--- config.mk ---
export PLATFORM = sky130hd
export DESIGN_NAME = demux1_16_deser
export DESIGN_NICKNAME = d
export VERILOG_FILES = /design/src/rtl/demux1_16_deser.sv
export SDC_FILE = /design/constraint.sdc
export NUM_CORES = 1
export LEC_CHECK = 0
export ABC_AREA = 0
export BUFFER_PORTS_ARGS = -buffer_cell sky130_fd_sc_hd__buf_2
export CAP_MARGIN = 5
export CORE_ASPECT_RATIO = 0.6
export CORE_MARGIN = 2
export CORE_UTILIZATION = 38
export DETAILED_ROUTE_END_ITERATION = 12
export PLACE_DENSITY_LB_ADDON = 0.1
export SYNTH_ARGS = -nofsm -noshare
export SYNTH_HDL_FRONTEND = slang
export SYNTH_SLANG_ARGS = --single-unit
--- constraint.sdc ---
create_clock -name clk -period 1.75 [get_ports clk]
set_input_delay 0.35 -clock clk [delete_from_list [all_inputs] [get_ports clk]]
set_output_delay 0.35 -clock clk [all_outputs]
set_load 0.02 [all_outputs]
--- src/rtl/demux1_16_deser.sv ---
// demux1_16_deser: 1-to-16 sequential serial-to-parallel demultiplexer.
// Each accepted din bit is steered into shadow[sel] and sel advances. When the
// frame is complete it is published on out/out_valid and held until out_ack.
// Build option: define DEMUX_PARITY_EN to add a 17th even-parity transfer,
// a PARITY state and the perr output. Without it a frame is 16 transfers.
module demux1_16_deser (
  input  logic        clk,
  input  logic        rst,
  input  logic        din,
  input  logic        din_valid,
  output logic        din_ready,
  output logic [3:0]  sel,
  output logic [15:0] out,
  output logic        out_valid,
`ifdef DEMUX_PARITY_EN
  output logic        perr,
`endif
  input  logic        out_ack
);

`ifdef DEMUX_PARITY_EN
  // Bit 15 is kept in the shadow because the frame is only published after
  // the parity transfer.
  localparam int SHADOW_W = 16;
`else
  // Bit 15 goes straight from din into out, so the shadow only needs 15 bits.
  localparam int SHADOW_W = 15;
`endif

  typedef enum logic [1:0] {
    ST_COLLECT = 2'd0,
`ifdef DEMUX_PARITY_EN
    ST_PARITY  = 2'd1,
`endif
    ST_FULL    = 2'd2
  } state_t;

`ifdef DEMUX_PARITY_EN
  // Even parity check: result is 1 when data plus parity bit has odd weight.
  function automatic logic f_parity_err(input logic [15:0] data, input logic pbit);
    return (^data) ^ pbit;
  endfunction
`endif

  state_t                r_state;
  logic [3:0]            r_sel;
  logic [SHADOW_W-1:0]   r_shadow;
  logic [15:0]           r_out;
  logic                  r_out_valid;
  logic                  r_ready;
`ifdef DEMUX_PARITY_EN
  logic                  r_perr;
`endif
  logic                  w_xfer;

  // Ready is a registered state flag, gated low while reset is held.
  assign din_ready = r_ready & ~rst;
  assign w_xfer    = din_valid & din_ready;
  assign sel       = r_sel;
  assign out       = r_out;
  assign out_valid = r_out_valid;
`ifdef DEMUX_PARITY_EN
  assign perr      = r_perr;
`endif

  // Frame collection FSM: steers bits into the shadow, publishes and holds frames.
  always_ff @(posedge clk or posedge rst) begin
    if (rst) begin
      r_state     <= ST_COLLECT;
      r_sel       <= 4'd0;
      r_shadow    <= '0;
      r_out       <= 16'h0000;
      r_out_valid <= 1'b0;
      r_ready     <= 1'b1;
`ifdef DEMUX_PARITY_EN
      r_perr      <= 1'b0;
`endif
    end else begin
      case (r_state)
        ST_COLLECT: begin
          if (w_xfer) begin
            // Decoded write keeps the index inside the shadow width.
            for (int i = 0; i < SHADOW_W; i++) begin
              if (r_sel == 4'(i)) begin
                r_shadow[i] <= din;
              end
            end
            if (r_sel != 4'd15) begin
              r_sel <= r_sel + 4'd1;
            end else begin
`ifdef DEMUX_PARITY_EN
              // sel holds at 15 while the parity bit is awaited.
              r_state <= ST_PARITY;
`else
              r_out       <= {din, r_shadow};
              r_out_valid <= 1'b1;
              r_ready     <= 1'b0;
              r_state     <= ST_FULL;
`endif
            end
          end else begin
            r_state <= ST_COLLECT;
          end
        end
`ifdef DEMUX_PARITY_EN
        ST_PARITY: begin
          if (w_xfer) begin
            r_out       <= r_shadow;
            r_perr      <= f_parity_err(r_shadow, din);
            r_out_valid <= 1'b1;
            r_ready     <= 1'b0;
            r_state     <= ST_FULL;
          end else begin
            r_state <= ST_PARITY;
          end
        end
`endif
        ST_FULL: begin
          // out keeps the frame after the ack; only the valid flag drops.
          if (out_ack) begin
            r_out_valid <= 1'b0;
            r_sel       <= 4'd0;
            r_ready     <= 1'b1;
`ifdef DEMUX_PARITY_EN
            r_perr      <= 1'b0;
`endif
            r_state     <= ST_COLLECT;
          end else begin
            r_state <= ST_FULL;
          end
        end
        default: begin
          // Unreachable encoding: drop any pending frame and restart collection.
          r_state     <= ST_COLLECT;
          r_sel       <= 4'd0;
          r_out_valid <= 1'b0;
          r_ready     <= 1'b1;
        end
      endcase
    end
  end

endmodule

==> impl_metrics.toml <==
[place]
post-place-ws_ns = -0.00584
dp_hpwl_um = 2500
place_congestion = 0.800
portBuffers = 26

[power]
seqPwrFrac_pct = 47.9
power_density_mw_per_mm2 = 1210
peakVddDrop_mv = 0.565
switchingPower_w = 0.000803
p_int_w = 0.00168
p_clk_share_pct = 27.9
combPwrFrac_pct = 24.1
power_leakage_nw = 1.08
sw_frac_of_total_pct = 32.4

[route]
met1Wirelength_um = 1790
drtPass1Iterations = 4
drc = 0
vias = 1110
met3WireLength_um = 164
avgRoutedWirePerCell_um = 16.1
top_layer_used = "met4"
wl_met2_um = 1510
antenna_left = 0
wl_um = 3520
avgViaCountPerCell = 5.07
drt-initial-drc-count = 47

[global_route]
grt_overflow = 0
antenna_found_initial = 0
grt_max_degree = 23
grt_pass1_vias = 1160
grt_pass1_wl_um = 6070
groute.usage.overall_pct = 15.4

[synth]
ys_seq_area_share_pct = 55.6
async_flop_share_pct = 100
synth_area_mm2 = 0.00171
syn_avg_cell_area_um2 = 13.6
yosys.area.top_type = "dfrtp_1"
syn_nets = 135
synth-seq-cells = 38
synth_ff_type = "dfrtp_1"
yosysWarnings = 0
synthCells = 126
synth_most_common_cell = "dfrtp_1"
ys_types = 28
synth_common_cells = "dfrtp_1, mux2_2, nand4_1"
synth_edf_count = 0
synth_top_area_share_pct = 54.1
synth_area_leaders = "dfrtp_1, mux2_2, mux2_4, ha_1, nand4_1"

[worst_setup_path]
cp.required_ns = 1.92
max_stage_delay_ns = 0.55
cp_max_fo = 6
cp_num_buf_inv = 0
crit_family = "simple AND/OR/NAND/NOR gates"
cp_slowest_cell = "dfstp_2"
arrival_ns = 1.92
endpoint_kind = "flip-flop"
rr_startpoint = "r_ready$_DFFE_PP1P_"
timing.rr.end = "r_shadow[1]$_DFFE_PP0P_"
reg2reg_depth = 3
critical_path.cell_chain = "nand4bb_1 > nor4b_1 > mux2_2"
cp-start-kind = "flip-flop"
critPathKind = "flip-flop to flip-flop"
rrSetupSlack_ns = 0.004

[timing]
fmax_ghz = 0.573
rsz0062_at_grt = "yes"
fin_crit_sh_pct = 99.7
finalCriticalPeriod_ns = 1.75
slew_violations = 0
tightest_slew_ns = 0.505
hold_viol_final = 0
fin_skew_ns = 0.00304
finalWorstSetupSlack_ns = 0.00438
fin_tns_setup_ns = 0
max_slew_margin_pct = 66.3
finalSetupViolCount = 0

[clock_tree]
clock-root-buffer = "clkbuf_8"
clockBufferDepth = 2
ctsResizeCount = 0
ctsHoldBuffers = 0
clk_latency_ns = 0.28
clock_sink_count = 38
clkTransAtPathRegs_ns = 0.07
cts_tree = "yes"
ctsHtreeMaxLevel = 2
post_cts_buffers = 0
cts-buffers-inserted = 5

[floorplan]
fp-row-count = 18
core_mm2 = 0.00421
fp.dieArea_mm2 = 0.00508
boundaryPins = 27
die_x_um = 90.7
start_util_pct = 40.7
die_h_um = 56.0

[layout]
drive_above_1_share_pct = 47.2
finalNetCount = 167
fillers = 383
area_delta_synth_final_pct = 19.6
antenna_cells = 0

[worst_hold_path]
holdCritPathClass = "input pin to asynchronous set/reset pin"

[outcome]
status = "completed"

[run]
cap_violations = 0
==> power by group through the flow <==
stage	registers (W)	clock network, W	logic [W]
after floorplan	0.00118	0	0.000400
final	0.00119	0.000693	0.000598
after global placement	0.00119	0	0.000571
after global routing	0.00121	0.000752	0.000661
after CTS	0.00118	0.000712	0.000597
after detailed placement	0.00120	0	0.000593
==> worst reg2reg max path: stages, from the launching register on <==
cell and delay [ns]:
dfstp_2 0.55, nand4bb_1 0.26, nor4b_1 0.44, mux2_2 0.39
==> area by class of cell <==
cell class              count  area, um2  share of cell area (%)
multi-input cells          75        697                    34.0
inverters                   5       18.8                   0.916
repair buffers             33        195                    9.53
well taps                  60       75.1                    3.67
flip-flops and latches     38        952                    46.5
clock buffers               8        110                    5.38
==> cells in the final DEF (no fill, tap or decap), types with 2 or more instances in the layout <==
cell | netlist | final
nor4b_1 | 3 | 3
mux2_4 | 7 | 7
ha_1 | 4 | 4
nand2_1 | 5 | 5
buf_2 | 3 | 26
o21ai_0 | 2 | 2
o211ai_1 | 3 | 3
nor2b_1 | 2 | 2
inv_1 | 5 | 5
mux2_2 | 24 | 24
clkbuf_8 | 0 | 8
nand4_1 | 8 | 8
buf_4 | 1 | 6
dfrtp_1 | 37 | 37
nand3_1 | 7 | 7
==> per-stage QoR <==
step / total power (W) / hold WS [ns] / std cells / cell area [um2] / util (%)
final: 0.00248 / 0.119 / 219 / 2050 / 48.6
after global placement: 0.00176 / 0.410 / 211 / 1940 / 46.0
after CTS: 0.00249 / 0.113 / 219 / 2050 / 48.6
after floorplan: 0.00158 / 0.457 / 126 / 1710 / -
after detailed placement: 0.00180 / 0.424 / 211 / 1940 / 46.0
after global routing: 0.00262 / 0.151 / 219 / 2050 / 48.6
==> logic make-up (layout without fill, tap and decap cells) <==
kind of cell | Yosys count | in the layout | share of synthesized area [%]
XOR/XNOR | 1 | 1 | 0.511
multiplexers | 32 | 32 | 22.5
adder cells (fa/ha/maj) | 4 | 4 | 2.92
flip-flops | 38 | 38 | 55.6
AND/OR/NAND/NOR | 30 | 30 | 11.5
buffers and inverters | 13 | 46 | 3.73
AO/OA/AOI/OAI | 8 | 8 | 3.21
==> sequential cells by signal (all words and copies together) (netlist names) <==
register   cells
out_valid      1
r_ready        1
r_state        1
sel            4
out           16
r_shadow      15
==> worst max path at each step <==
stage | endpoint | from | cells past startpoint | slack, ns
6_report | r_shadow[1]$_DFFE_PP0P_ | r_ready$_DFFE_PP1P_ | 3 | 0.004
5_1_grt | r_shadow[1]$_DFFE_PP0P_ | r_ready$_DFFE_PP1P_ | 3 | -0.07
4_1_cts | r_shadow[0]$_DFFE_PP0P_ | r_ready$_DFFE_PP1P_ | 3 | 0.01
3_5_place_dp | r_shadow[0]$_DFFE_PP0P_ | rst | 4 | -0.006
3_3_place_gp | r_shadow[0]$_DFFE_PP0P_ | rst | 4 | -0.04
2_1_floorplan | out[1]$_DFFE_PP0P_ | sel[0]$_DFFE_PP0P_ | 5 | 0.06
==> per-layer routing <==
metal	vias up	GRT usage, %
met5	-	0
met4	0	5.93
met2	24	22.9
met3	5	4.74
met1	560	21.2
li1	521	-
Note: power is estimated with default switching activity, not from simulation.
